==> config.mk <==
export PLATFORM = sky130hd
export DESIGN_NAME = pdl_ptr_ctl_flat
export DESIGN_NICKNAME = d
export VERILOG_FILES = /design/src/rtl/pdl_ptr_ctl_pkg.sv /design/src/rtl/pdl_ptr_ctl_if.sv /design/src/rtl/pdl_wr_pipe.sv /design/src/rtl/pdl_ptr_ctl.sv /design/src/flat_wrapper.sv
export SDC_FILE = /design/constraint.sdc
export NUM_CORES = 1
export LEC_CHECK = 0
export ABC_AREA = 1
export CAP_MARGIN = 20
export CORE_AREA = 2 2 106 108
export DETAILED_ROUTE_END_ITERATION = 7
export DIE_AREA = 0 0 108 110
export PLACE_DENSITY = 0.7
export SYNTH_ARGS = -nofsm -noshare
export SYNTH_HDL_FRONTEND = slang
export SYNTH_SLANG_ARGS = --single-unit
==> constraint.sdc <==
create_clock -name clk -period 3.1 [get_ports clk]
set_input_delay 0.93 -clock clk [delete_from_list [all_inputs] [get_ports clk]]
set_output_delay 0.93 -clock clk [all_outputs]
set_load 0.05 [all_outputs]
==> src/rtl/pdl_ptr_ctl_pkg.sv <==
// Shared widths and write-source select for the PDL pointer/index stage.
// Latency: n/a (types and constants only).
// Backpressure: n/a.
package pdl_ptr_ctl_pkg;

  localparam int PDL_AW = 10;
  localparam int DW     = 32;

  // Which pre-step address a captured destination write targets.
  typedef enum logic [1:0] {
    WS_NONE,
    WS_TOP,
    WS_PUSH,
    WS_IDX
  } pdl_wsel_t;

endpackage

==> src/rtl/pdl_ptr_ctl_if.sv <==
// Decoder-side strobes, result bus and PDL RAM / M-bus signals of the pointer stage.
// Latency: n/a (wiring only).
// Backpressure: none; the stage consumes one instruction per step strobe.
interface pdl_ptr_ctl_if #(
  parameter int PDL_AW = pdl_ptr_ctl_pkg::PDL_AW,
  parameter int DW     = pdl_ptr_ctl_pkg::DW
);

  logic              step;
  logic              srcpdltop;
  logic              srcpdlpop;
  logic              srcpdlidx;
  logic              srcpdlptr;
  logic              destpdltop;
  logic              destpdl_p;
  logic              destpdl_x;
  logic              destpdlp;
  logic              destpdlx;
  logic [DW-1:0]     ob;
  logic [DW-1:0]     pdl_rdata;
  logic [PDL_AW-1:0] pdl_raddr;
  logic [PDL_AW-1:0] pdl_waddr;
  logic [DW-1:0]     pdl_wdata;
  logic              pdl_we;
  logic [DW-1:0]     mf_pdl;
  logic [PDL_AW-1:0] pdlptr;
  logic [PDL_AW-1:0] pdlidx;

  modport master (
    output step, srcpdltop, srcpdlpop, srcpdlidx, srcpdlptr,
           destpdltop, destpdl_p, destpdl_x, destpdlp, destpdlx, ob, pdl_rdata,
    input  pdl_raddr, pdl_waddr, pdl_wdata, pdl_we, mf_pdl, pdlptr, pdlidx
  );

  modport slave (
    input  step, srcpdltop, srcpdlpop, srcpdlidx, srcpdlptr,
           destpdltop, destpdl_p, destpdl_x, destpdlp, destpdlx, ob, pdl_rdata,
    output pdl_raddr, pdl_waddr, pdl_wdata, pdl_we, mf_pdl, pdlptr, pdlidx
  );

endinterface

==> src/rtl/pdl_wr_pipe.sv <==
// Pending PDL write register with same-address read bypass.
// Latency: write reaches the RAM port one cycle after step; bypass is combinational.
// Backpressure: none; a new capture each step retires the previous write the same cycle.
module pdl_wr_pipe
  import pdl_ptr_ctl_pkg::*;
#(
  parameter int AW = PDL_AW,
  parameter int W  = DW
) (
  input  logic          clk,
  input  logic          reset,
  input  logic          step,
  input  pdl_wsel_t     wsel,
  input  logic [AW-1:0] ptr,
  input  logic [AW-1:0] ptr_arith,
  input  logic [AW-1:0] idx,
  input  logic [W-1:0]  wr_dat,
  input  logic [AW-1:0] raddr,
  input  logic [W-1:0]  rdata,
  output logic          we,
  output logic [AW-1:0] waddr,
  output logic [W-1:0]  wdata,
  output logic [W-1:0]  rd_dat
);

  logic          pend_v;
  logic          cap;
  logic [AW-1:0] cap_addr;

  assign cap = step && (wsel != WS_NONE);

  // Push targets the post-arithmetic pointer; with a simultaneous pop that equals ptr.
  always_comb begin
    cap_addr = ptr;
    case (wsel)
      WS_TOP:  cap_addr = ptr;
      WS_PUSH: cap_addr = ptr_arith;
      WS_IDX:  cap_addr = idx;
      default: cap_addr = ptr;
    endcase
  end

  always_ff @(posedge clk) begin
    if (reset) begin
      pend_v <= 1'b0;
      waddr  <= '0;
      wdata  <= '0;
    end else begin
      pend_v <= cap;
      if (cap) begin
        waddr <= cap_addr;
        wdata <= wr_dat;
      end
    end
  end

  assign we     = pend_v;
  assign rd_dat = (pend_v && (waddr == raddr)) ? wdata : rdata;

endmodule

==> src/rtl/pdl_ptr_ctl.sv <==
// PDL pointer/index registers, RAM read address and M-bus source for PDL operands.
// Latency: read path combinational; pointer/index update and RAM write one cycle after step.
// Backpressure: none; every step is absorbed, state holds while step is low.
module pdl_ptr_ctl #(
  parameter int PDL_AW = pdl_ptr_ctl_pkg::PDL_AW,
  parameter int DW     = pdl_ptr_ctl_pkg::DW
) (
  input  logic         clk,
  input  logic         reset,
  pdl_ptr_ctl_if.slave bus
);

  import pdl_ptr_ctl_pkg::*;

  localparam logic [PDL_AW-1:0] PTR_ONE = PDL_AW'(1);

  logic [PDL_AW-1:0] ptr_q;
  logic [PDL_AW-1:0] idx_q;
  logic [PDL_AW-1:0] ptr_arith;
  logic [PDL_AW-1:0] ob_lo;
  pdl_wsel_t         wsel;
  logic [DW-1:0]     byp_dat;

  assign ob_lo = bus.ob[PDL_AW-1:0];

  // Push and pop in the same instruction replace the top: pointer unchanged.
  always_comb begin
    ptr_arith = ptr_q;
    if (bus.destpdl_p && !bus.srcpdlpop) begin
      ptr_arith = ptr_q + PTR_ONE;
    end else if (bus.srcpdlpop && !bus.destpdl_p) begin
      ptr_arith = ptr_q - PTR_ONE;
    end
  end

  always_comb begin
    wsel = WS_NONE;
    if (bus.destpdl_x) begin
      wsel = WS_IDX;
    end else if (bus.destpdl_p) begin
      wsel = WS_PUSH;
    end else if (bus.destpdltop) begin
      wsel = WS_TOP;
    end
  end

  always_ff @(posedge clk) begin
    if (reset) begin
      ptr_q <= '0;
      idx_q <= '0;
    end else if (bus.step) begin
      ptr_q <= bus.destpdlp ? ob_lo : ptr_arith;
      if (bus.destpdlx) begin
        idx_q <= ob_lo;
      end
    end
  end

  assign bus.pdl_raddr = bus.srcpdlidx ? idx_q : ptr_q;
  assign bus.pdlptr    = ptr_q;
  assign bus.pdlidx    = idx_q;

  pdl_wr_pipe #(
    .AW (PDL_AW),
    .W  (DW)
  ) u_wr_pipe (
    .clk       (clk),
    .reset     (reset),
    .step      (bus.step),
    .wsel      (wsel),
    .ptr       (ptr_q),
    .ptr_arith (ptr_arith),
    .idx       (idx_q),
    .wr_dat    (bus.ob),
    .raddr     (bus.pdl_raddr),
    .rdata     (bus.pdl_rdata),
    .we        (bus.pdl_we),
    .waddr     (bus.pdl_waddr),
    .wdata     (bus.pdl_wdata),
    .rd_dat    (byp_dat)
  );

  assign bus.mf_pdl = bus.srcpdlptr ? {{(DW-PDL_AW){1'b0}}, ptr_q} : byp_dat;

endmodule

==> src/flat_wrapper.sv <==
// flat-port wrapper written by rule: the top's interface ports become plain ports
module pdl_ptr_ctl_flat import pdl_ptr_ctl_pkg::*;
#(
  parameter int PDL_AW = pdl_ptr_ctl_pkg::PDL_AW,
  parameter int DW     = pdl_ptr_ctl_pkg::DW
)
  (clk, reset, bus_step, bus_srcpdltop, bus_srcpdlpop, bus_srcpdlidx, bus_srcpdlptr, bus_destpdltop, bus_destpdl_p, bus_destpdl_x, bus_destpdlp, bus_destpdlx, bus_ob, bus_pdl_rdata, bus_pdl_raddr, bus_pdl_waddr, bus_pdl_wdata, bus_pdl_we, bus_mf_pdl, bus_pdlptr, bus_pdlidx);
  pdl_ptr_ctl_if #(.PDL_AW(PDL_AW), .DW(DW)) bus_i ();
  input  logic clk;
  input  logic reset;
  input wire logic [$bits(bus_i.step)-1:0] bus_step;
  input wire logic [$bits(bus_i.srcpdltop)-1:0] bus_srcpdltop;
  input wire logic [$bits(bus_i.srcpdlpop)-1:0] bus_srcpdlpop;
  input wire logic [$bits(bus_i.srcpdlidx)-1:0] bus_srcpdlidx;
  input wire logic [$bits(bus_i.srcpdlptr)-1:0] bus_srcpdlptr;
  input wire logic [$bits(bus_i.destpdltop)-1:0] bus_destpdltop;
  input wire logic [$bits(bus_i.destpdl_p)-1:0] bus_destpdl_p;
  input wire logic [$bits(bus_i.destpdl_x)-1:0] bus_destpdl_x;
  input wire logic [$bits(bus_i.destpdlp)-1:0] bus_destpdlp;
  input wire logic [$bits(bus_i.destpdlx)-1:0] bus_destpdlx;
  input wire logic [$bits(bus_i.ob)-1:0] bus_ob;
  input wire logic [$bits(bus_i.pdl_rdata)-1:0] bus_pdl_rdata;
  output wire logic [$bits(bus_i.pdl_raddr)-1:0] bus_pdl_raddr;
  output wire logic [$bits(bus_i.pdl_waddr)-1:0] bus_pdl_waddr;
  output wire logic [$bits(bus_i.pdl_wdata)-1:0] bus_pdl_wdata;
  output wire logic [$bits(bus_i.pdl_we)-1:0] bus_pdl_we;
  output wire logic [$bits(bus_i.mf_pdl)-1:0] bus_mf_pdl;
  output wire logic [$bits(bus_i.pdlptr)-1:0] bus_pdlptr;
  output wire logic [$bits(bus_i.pdlidx)-1:0] bus_pdlidx;
  assign bus_i.step = bus_step;
  assign bus_i.srcpdltop = bus_srcpdltop;
  assign bus_i.srcpdlpop = bus_srcpdlpop;
  assign bus_i.srcpdlidx = bus_srcpdlidx;
  assign bus_i.srcpdlptr = bus_srcpdlptr;
  assign bus_i.destpdltop = bus_destpdltop;
  assign bus_i.destpdl_p = bus_destpdl_p;
  assign bus_i.destpdl_x = bus_destpdl_x;
  assign bus_i.destpdlp = bus_destpdlp;
  assign bus_i.destpdlx = bus_destpdlx;
  assign bus_i.ob = bus_ob;
  assign bus_i.pdl_rdata = bus_pdl_rdata;
  assign bus_pdl_raddr = bus_i.pdl_raddr;
  assign bus_pdl_waddr = bus_i.pdl_waddr;
  assign bus_pdl_wdata = bus_i.pdl_wdata;
  assign bus_pdl_we = bus_i.pdl_we;
  assign bus_mf_pdl = bus_i.mf_pdl;
  assign bus_pdlptr = bus_i.pdlptr;
  assign bus_pdlidx = bus_i.pdlidx;
  pdl_ptr_ctl #(.PDL_AW(PDL_AW), .DW(DW)) u_core (.clk(clk), .reset(reset), .bus(bus_i));
endmodule
==> results of run 1 <==
## what timing repair did
action | 4_1_cts | 5_1_grt
gates resized for setup | 89 | 22
cloned | 4 | 1
buffers inserted | 4 | 0
setup endpoints to repair | 34 | 32
pin swaps | 19 | 10
## how the worst max path moves through the flow
| stage | depth (start not counted) | end |
|---|---|---|
| 2_1_floorplan | 11 | bus_mf_pdl[11] |
| 3_3_place_gp | 13 | bus_mf_pdl[14] |
| 3_5_place_dp | 13 | bus_mf_pdl[27] |
| 4_1_cts | 15 | bus_mf_pdl[17] |
| 5_1_grt | 15 | bus_mf_pdl[24] |
| 6_report | 15 | bus_mf_pdl[24] |
## layout by cell type, fill, tap and decap left out, types with 2 or more instances in the layout
master and count:
ha_1 2, nand3_2 11, clkinvlp_4 3, nor2_1 84
nand3_1 27, nand2_4 25, o21ai_2 5, a221oi_1 9
a21oi_1 43, inv_6 2, buf_4 39, clkinv_1 2
nand2_1 91, buf_8 2, clkdlybuf4s50_1 136, o21ai_4 21
nand2_2 17, buf_12 50, dfxtp_1 62, clkbuf_8 9
buf_6 2, nand2_8 2, clkinv_2 2, o21ai_0 64
nor2_4 26, inv_1 55, nand3b_1 3, a41oi_1 3
xor2_1 2, o21ai_1 3
## where the power goes
part | switching [uW] | internal (uW)
Clock | 350 | 364
Sequential | 62.0 | 870
Combinational | 784 | 548
## worst max-delay path, cell delays in order
cell and delay, ps:
buf_12 110, buf_12 140, nand2_4 80, nand2_4 50, nand2_1 60, nand2_1 60
a21oi_2 110, nand2_2 70, nor2_4 120, buf_12 130, nand2_8 100, clkbuf_16 180
o21ai_4 160, nor2_4 70, buf_12 150
## sequential cells by signal, summed over array words and instances, names as in the netlist
| name | cells |
|---|---|
| u_core.bus.pdlidx | 10 |
| u_core.bus.pdlptr | 10 |
| u_core.u_wr_pipe.waddr | 10 |
| u_core.u_wr_pipe.wdata | 32 |
| u_core.u_wr_pipe.we | 1 |
## kinds of logic after synthesis
family / Yosys count / synth area share
buf+inv: 95 / 0.109
xor+xnor: 3 / 0.00708
simple gates: 289 / 0.316
compound gates: 152 / 0.222
flops: 63 / 0.340
fa+ha+maj: 2 / 0.00674
## per-layer routing
layer | track usage | wire length (um) | vias to the layer above
met5 | 0 | 0 | -
met4 | 0.114 | 465 | 0
met3 | 0.0723 | 1310 | 33
met2 | 0.500 | 8350 | 212
met1 | 0.293 | 6260 | 2292
li1 | - | - | 2375
## metrics by stage
step	worst slack (ps)	hold WS [ps]	power [uW]
floorplan	-171	693	1620
global placement	-888	458	2160
detailed placement	-942	464	2180
CTS	-337	475	2960
global route	-417	488	3100
finish	-365	472	2980
## cell type report
class,instances,area share
clock buffers,9,0.0166
clock inverters,6,0.00839
inverters,59,0.0317
multi-input cells,447,0.378
flip-flops and latches,63,0.169
well taps,140,0.0235
repair buffers,231,0.370
repair inverters,2,0.00235
==> results.sh, run 1 <==
export IMPL_die_area_um2=11900
export IMPL_endpoint_kind="primary output"
export IMPL_crit_type="input port to primary output"
export IMPL_area_delta_synth_final_pct=101
export IMPL_vias=4912
export IMPL_fin_crit_sh=1.12
export IMPL_clkLatencyLatePin_ps=350
export IMPL_finish_utilization=0.697
export IMPL_r2r_cells=9
export IMPL_yosys_area_top_type="dfxtp_1"
export IMPL_die_h_um=110
export IMPL_cp_start_kind="input port"
export IMPL_cts_clk_slew_worst_paths_ps=80
export IMPL_holdPathEnd="u_core.u_wr_pipe.wdata[0]"
export IMPL_dp_hpwl_um=12200
export IMPL_finalCriticalPeriod_ps=3460
export IMPL_yosys_area_top_type_share=0.340
export IMPL_fin_worst_skew_ps=14.1
export IMPL_place_area_um2=6690
export IMPL_syn_inst=604
export IMPL_setup_tns_ps=-9910
export IMPL_nFillCells=848
export IMPL_drcViolationCount=0
export IMPL_status="finished, violations left"
export IMPL_syn_area_um2=3710
export IMPL_p_leak_uw=0.00305
export IMPL_wl_per_cell_um=17.1
export IMPL_peakVddDrop_mv=0.219
export IMPL_instances_no_fill=957
export IMPL_ys_top_cells_by_area="dfxtp_1, nand2_1, nor2_1"
export IMPL_yosysSeqAreaShare=0.340
export IMPL_clockBufferDepth=2
export IMPL_cts_hold_buf=0
export IMPL_pin_count=181
export IMPL_synth_distinct_cells=31
export IMPL_cts_tree="built"
export IMPL_cp_arrival_ps=2530
export IMPL_grt_max_degree=36
export IMPL_multi_input_area_um2=2820
export IMPL_clockRootBuffer="clkbuf_8"
export IMPL_yosys_warnings=0
export IMPL_min_path_cells=2
export IMPL_final_area_um2=7450
export IMPL_grt_pass1_vias=4985
export IMPL_synth_nets=682
export IMPL_fin_ws_ps=-365
export IMPL_synth_edff_count=0
export IMPL_r2r_slack_ps=1260
export IMPL_fp_dieW_um=108
export IMPL_clock_sinks=63
export IMPL_critPathRequiredTime_ps=2170
export IMPL_avgViaCountPerCell=5.13
export IMPL_fmax_mhz=289
export IMPL_post_synth_top_count_cell="nand2_1"
export IMPL_drt_pass1_iter_count=4
export IMPL_r2r_start="u_core.bus.pdlptr[0]"
export IMPL_drt_iter0_markers=257
export IMPL_seqCellArea_um2=1260
export IMPL_crit_start="bus_srcpdlidx"
export IMPL_crit_fanout=8
export IMPL_relSlewSlack=0.582
export IMPL_start_util=0.347
export IMPL_min_delay_start="u_core.u_wr_pipe.wdata[0]"
export IMPL_cts_buffers=9
export IMPL_r2r_end="u_core.bus.pdlptr[8]"
export IMPL_antennaDiodeCount=0
export IMPL_rsz0062_at_grt="yes"
export IMPL_port_buffers=179
export IMPL_grt_pass1_wl_um=24800
export IMPL_min_path_type="register to register"
export IMPL_async_flop_share=0
export IMPL_maxCapViolations=0
export IMPL_synth_commonest_cells="nand2_1, nor2_1, o21ai_0, dfxtp_1, inv_1"
export IMPL_synth_ff_type="dfxtp_1"
export IMPL_hold_violations=0
export IMPL_yosys_register_bits=63
export IMPL_drive_gt1_frac=0.279
export IMPL_core_area_um2=10700
export IMPL_rows=38
export IMPL_slew_violations=0
export IMPL_overflow=0
export IMPL_violations="setup timing"
export IMPL_synth_area_per_cell_um2=6.14
export IMPL_power_density_nw_per_um2=399
export IMPL_ant_nets=0
export IMPL_dp_cells=935
export IMPL_final_nets=891
export IMPL_antenna_found_initial=0
export IMPL_gr_usage_all_layers=0.271
export IMPL_wl_um=16400
export IMPL_htree_levels=3
export IMPL_worstMarginPinSlew_ps=627
export IMPL_place_gp_congestion=0.929
export IMPL_setup_viol=32
No activity file was read; power rests on OpenSTA's default activity.
==> run 2, diff against run 1 <==
--- a/config.mk
+++ b/config.mk
@@ -7,10 +7,11 @@
 export LEC_CHECK = 0
 export ABC_AREA = 1
 export CAP_MARGIN = 20
-export CORE_AREA = 2 2 106 108
+export CORE_AREA = 2 2 99 101
 export DETAILED_ROUTE_END_ITERATION = 7
-export DIE_AREA = 0 0 108 110
-export PLACE_DENSITY = 0.7
+export DIE_AREA = 0 0 101 103
+export PLACE_DENSITY = 0.79
+export SKIP_CTS_REPAIR_TIMING = 1
 export SYNTH_ARGS = -nofsm -noshare
 export SYNTH_HDL_FRONTEND = slang
 export SYNTH_SLANG_ARGS = --single-unit
==> run 2 against run 1 <==
Compared with the run above:
- the flow still finishes with violations (setup timing)
- first-iteration DRC count grew 43%
- maximum frequency fell by 2.0%
- via count increased by 5.3%
- combinational power barely moved
- register-to-register slack lost 70 ps
- largest cell class unchanged
- global-route usage rose by 1.7 points
- setup slack got worse by 69 ps
- sequential power increased by 0.4%
- clock power up 3.6%
- count of clock-buffer cells in the layout up 2
==> results.sh, run 2 (same netlist as run 1, synthesis figures left out) <==
export IMPL_final_nets=887
export IMPL_slew_violations=0
export IMPL_fin_worst_skew_ps=8.55
export IMPL_die_area_um2=10400
export IMPL_fp_dieW_um=101
export IMPL_setup_tns_ps=-12520
export IMPL_r2r_slack_ps=1190
export IMPL_grt_pass1_wl_um=23300
export IMPL_finalCriticalPeriod_ps=3530
export IMPL_wl_per_cell_um=18.0
export IMPL_worstMarginPinSlew_ps=571
export IMPL_cp_arrival_ps=2600
export IMPL_drive_gt1_frac=0.272
export IMPL_grt_max_degree=36
export IMPL_overflow=0
export IMPL_cts_clk_slew_worst_paths_ps=70
export IMPL_fmax_mhz=283
export IMPL_crit_fanout=9
export IMPL_drcViolationCount=0
export IMPL_area_delta_synth_final_pct=100
export IMPL_crit_top_cell="buf_12"
export IMPL_largest_register="u_core.u_wr_pipe.wdata"
export IMPL_min_path_type="register to register"
export IMPL_pin_count=181
export IMPL_core_area_um2=9460
export IMPL_place_gp_congestion=0.988
export IMPL_fin_crit_sh=1.14
export IMPL_maxCapViolations=0
export IMPL_endpoint_kind="primary output"
export IMPL_fin_ws_ps=-434
export IMPL_rsz0062_at_grt="yes"
export IMPL_largest_reg_flops=32
export IMPL_gr_usage_all_layers=0.288
export IMPL_crit_type="input port to primary output"
export IMPL_hold_violations=0
export IMPL_power_density_nw_per_um2=406
export IMPL_cts_buffers=9
export IMPL_finish_utilization=0.785
export IMPL_htree_levels=3
export IMPL_clockRootBuffer="clkbuf_8"
export IMPL_port_buffers=179
export IMPL_final_cell_mix="clkdlybuf4s50_1, nand2_1, nor2_1"
export IMPL_cpPeakStageDelay_ps=200
export IMPL_antenna_found_initial=0
export IMPL_place_area_um2=6630
export IMPL_clockBufferDepth=2
export IMPL_cts_tree="built"
export IMPL_vias=5174
export IMPL_wl_um=16700
export IMPL_rows=36
export IMPL_clock_sinks=63
export IMPL_drt_iter0_markers=368
export IMPL_grt_pass1_vias=4829
export IMPL_drt_pass1_iter_count=6
export IMPL_cp_start_kind="input port"
export IMPL_crit_slowest_cell="nor2_4"
export IMPL_ant_nets=0
export IMPL_clkLatencyLatePin_ps=360
export IMPL_antennaDiodeCount=0
export IMPL_status="finished, violations left"
export IMPL_dp_hpwl_um=11600
export IMPL_avgViaCountPerCell=5.58
export IMPL_mostFrequentLayoutCell="clkdlybuf4s50_1"
export IMPL_start_util=0.392
export IMPL_crit_chain="buf_12 > buf_6 > nand2_4 > o21ai_4 > nand2_2 > nand2_2 > nor2_2 > nand2_1 > nor2_4 > nand2_8 > buf_12 > o21ai_4 > nor2_4 > buf_12"
export IMPL_relSlewSlack=0.618
export IMPL_critPathRequiredTime_ps=2170
export IMPL_final_area_um2=7430
export IMPL_peakVddDrop_mv=0.278
export IMPL_setup_viol=32
export IMPL_p_leak_uw=0.00306
export IMPL_die_h_um=103
export IMPL_violations="setup timing"
-- run 2: path summary, 6_finish.rpt --
check / end / start / depth (start not counted)
worst max-delay path: bus_mf_pdl[15] / bus_srcpdlidx / 14
worst min register to register: u_core.u_wr_pipe.wdata[4] / u_core.u_wr_pipe.wdata[4] / 2
worst min-delay path: u_core.u_wr_pipe.wdata[4] / u_core.u_wr_pipe.wdata[4] / 2
worst max register to register: u_core.bus.pdlptr[8] / u_core.bus.pdlptr[0] / 9
-- run 2: where the power goes --
part	internal [uW]	switching, uW
registers	870	65.3
logic	545	796
clock network	407	334
-- run 2: area by class of cell --
| cell class | count | area, um2 |
|---|---|---|
| Multi-Input combinational cell | 447 | 2860 |
| Tap cell | 114 | 143 |
| Sequential cell | 63 | 1260 |
| Clock buffer | 11 | 151 |
| Timing Repair Buffer | 229 | 2740 |
| Fill cell | 584 | 2030 |
| Inverter | 59 | 231 |
| Clock inverter | 4 | 45.0 |
-- run 2: per-layer routing --
metal  track usage  part of all wire  vias to the layer above
met5             0                 0                        -
met4         0.187             0.058                        0
met3        0.0583              0.10                       82
met2         0.512              0.49                      369
met1         0.313              0.35                     2354
li1              -                 -                     2369
-- run 2: metrics by stage --
step,power (uW),hold slack (ps),std cells,setup WS [ps]
final,3020,474,927,-434
after global routing,3120,502,927,-500
after CTS,2900,475,921,-932
after detailed placement,2170,463,906,-916
after global placement,2140,458,906,-832
after floorplan,1620,693,604,-171
-- run 2: critical path, delay by kind of cell --
family / cells / cell delay [ps]
buffers and inverters: 4 / 590
AOI/OAI and AO/OA: 2 / 230
and+or+nand+nor: 8 / 830
==> run 3, diff against run 2 <==
==> constraint.sdc (replaced) <==
create_clock -name clk -period 3.7 [get_ports clk]
set_input_delay 1.11 -clock clk [delete_from_list [all_inputs] [get_ports clk]]
set_output_delay 1.11 -clock clk [all_outputs]
set_load 0.05 [all_outputs]
==> run 3 against run 2 <==
Compared with the run above:
- the flow still finishes with violations (setup timing)
- non-clock buffer count fell by 15
- clock power fell by 11%
- routed wire length fell by 3.8%
- worst hold slack improved by 2.0 ps
- flip-flop and latch count did not move
- register-to-register slack improved by 700 ps
- utilization fell by 5.1 points
- final cell count fell by 1.4%
- first-iteration DRC count fell by 39%
- cell area fell by 6.5%
- largest cell class is now buffers
- highest routed layer unchanged
==> results.sh, run 3 (same netlist as run 1, synthesis figures left out) <==
export IMPL_mostFrequentLayoutCell="clkdlybuf4s50_1"
export IMPL_grt_max_degree=55
export IMPL_cp_buffers_inverters=4
export IMPL_clockRootBuffer="clkbuf_8"
export IMPL_largest_register="u_core.u_wr_pipe.wdata"
export IMPL_fp_dieW_um=101
export IMPL_drt_iter0_markers=225
export IMPL_nFillCells=678
export IMPL_htree_levels=3
export IMPL_avgViaCountPerCell=5.36
export IMPL_crit_slowest_cell="nor2_4"
export IMPL_rsz0062_at_grt="yes"
export IMPL_dp_hpwl_um=11300
export IMPL_min_path_cells=2
export IMPL_instances_no_fill=914
export IMPL_crit_type="input port to primary output"
export IMPL_worstMarginPinSlew_ps=849
export IMPL_relSlewSlack=0.432
export IMPL_antenna_found_initial=0
export IMPL_power_density_nw_per_um2=359
export IMPL_vias=4896
export IMPL_seqCellArea_um2=1260
export IMPL_pin_count=181
export IMPL_wl_um=16100
export IMPL_min_path_type="register to register"
export IMPL_hold_violations=0
export IMPL_drive_gt1_frac=0.228
export IMPL_p_sw_frac=0.386
export IMPL_r2r_slack_ps=1890
export IMPL_ant_nets=0
export IMPL_core_area_um2=9460
export IMPL_fin_ws_ps=-226
export IMPL_violations="setup timing"
export IMPL_clock_sinks=63
export IMPL_cp_start_kind="input port"
export IMPL_multi_input_area_um2=2520
export IMPL_r2r_cells=9
export IMPL_finish_utilization=0.734
export IMPL_die_h_um=103
export IMPL_start_util=0.392
export IMPL_cts_tree="built"
export IMPL_maxCapViolations=0
export IMPL_grt_pass1_wl_um=23200
export IMPL_cts_buffers=9
export IMPL_fmax_mhz=255
export IMPL_p_leak_uw=0.00289
export IMPL_wl_per_cell_um=17.6
export IMPL_largest_reg_flops=32
export IMPL_dp_cells=893
export IMPL_port_buffers=179
export IMPL_fin_crit_sh=1.06
export IMPL_critPathRequiredTime_ps=2590
export IMPL_min_delay_start="u_core.u_wr_pipe.wdata[9]"
export IMPL_grt_pass1_vias=4607
export IMPL_cp_arrival_ps=2820
export IMPL_cp_top_family="simple AND/OR/NAND/NOR gates"
export IMPL_drt_pass1_iter_count=5
export IMPL_rows=36
export IMPL_fin_worst_skew_ps=10.8
export IMPL_finalCriticalPeriod_ps=3930
export IMPL_place_gp_congestion=1.00
export IMPL_clkLatencyLatePin_ps=350
export IMPL_antennaDiodeCount=0
export IMPL_intPower_uw=1530
export IMPL_setup_viol=32
export IMPL_final_nets=873
export IMPL_peakVddDrop_mv=0.179
export IMPL_pwr_share_comb=0.420
export IMPL_crit_chain="buf_8 > buf_12 > nand2_4 > o21ai_4 > nand2_1 > nand2_1 > nor2_1 > nand2_1 > nor2_4 > nand2_8 > buf_12 > o21ai_2 > nor2_4 > buf_12"
export IMPL_seq_power_share=0.316
export IMPL_overflow=0
export IMPL_r2r_end="u_core.bus.pdlptr[8]"
export IMPL_die_area_um2=10400
export IMPL_p_clk_frac=0.264
export IMPL_holdPathEnd="u_core.u_wr_pipe.wdata[9]"
export IMPL_clockBufferDepth=2
export IMPL_crit_fanout=9
export IMPL_area_delta_synth_final_pct=87.1
export IMPL_cpPeakStageDelay_ps=210
export IMPL_drcViolationCount=0
export IMPL_r2r_start="u_core.bus.pdlptr[1]"
export IMPL_power_switching_uw=961
export IMPL_status="finished, violations left"
export IMPL_cts_clk_slew_worst_paths_ps=70
export IMPL_endpoint_kind="primary output"
export IMPL_final_cell_mix="clkdlybuf4s50_1, nand2_1, nor2_1"
export IMPL_slew_violations=0
export IMPL_gr_usage_all_layers=0.285
## run 3: cell types whose count changed in the layout (fill, tap and decap cells not counted), moves of 3 or more
cell	change
buf_12	-3
buf_4	-11
clkbuf_1	+3
nand2_1	+17
nand2_2	+7
nand2_4	-23
nand3_2	+3
nand3_4	-4
o21ai_2	+14
o21ai_4	-15
## run 3: worst max path at each step
stage | from | to | cells after the start | slack [ps]
5_1_grt | bus_srcpdlidx | bus_mf_pdl[0] | 15 | -300
3_3_place_gp | bus_srcpdlidx | bus_mf_pdl[14] | 12 | -650
3_5_place_dp | bus_srcpdlidx | bus_mf_pdl[30] | 12 | -700
4_1_cts | bus_srcpdlidx | bus_mf_pdl[30] | 12 | -710
6_report | bus_srcpdlidx | bus_mf_pdl[19] | 14 | -230
2_1_floorplan | bus_srcpdlidx | bus_mf_pdl[21] | 9 | 0.1
## run 3: layout make-up
type,count,area share
Timing Repair inverter,1,0.00162
Tap cell,114,0.0205
Clock buffer,12,0.0195
Timing Repair Buffer,214,0.370
Sequential cell,63,0.182
Inverter,59,0.0337
Clock inverter,4,0.0101
Multi-Input combinational cell,447,0.363
## run 3: power groups by stage
stage	logic [uW]	clock network (uW)	registers (uW)
5_1_grt	1100	692	793
6_report	1050	658	787
3_5_place_dp	988	0	794
2_1_floorplan	386	0	955
3_3_place_gp	973	0	792
4_1_cts	992	664	779
## run 3: per-layer routing
metal	GRT usage	up-vias	wire length (um)
li1	-	2348	-
met1	0.336	2253	6110
met2	0.506	256	8090
met3	0.0685	39	1420
met4	0.101	0	439
met5	0	-	0
## run 3: worst register-to-register path, stage by stage (launching register included)
cell	delay [ps]
dfxtp_1	520
ha_1	260
inv_1	70
nor3_1	220
nand2_1	90
o21ai_0	150
nand3_1	140
nand3_1	110
nand2_1	60
a21oi_1	120
## run 3: through the flow
step | power, uW | instance area, um2 | TNS, ps | setup slack, ps | hold slack [ps]
4_1_cts | 2440 | 6590 | -21270 | -708 | 478
3_5_place_dp | 1780 | 6380 | -21130 | -704 | 468
2_1_floorplan | 1340 | 3940 | 0 | 0.121 | 693
3_3_place_gp | 1770 | 6380 | -20260 | -653 | 457
6_report | 2490 | 6940 | -6100 | -226 | 476
5_1_grt | 2580 | 6940 | -8310 | -298 | 519
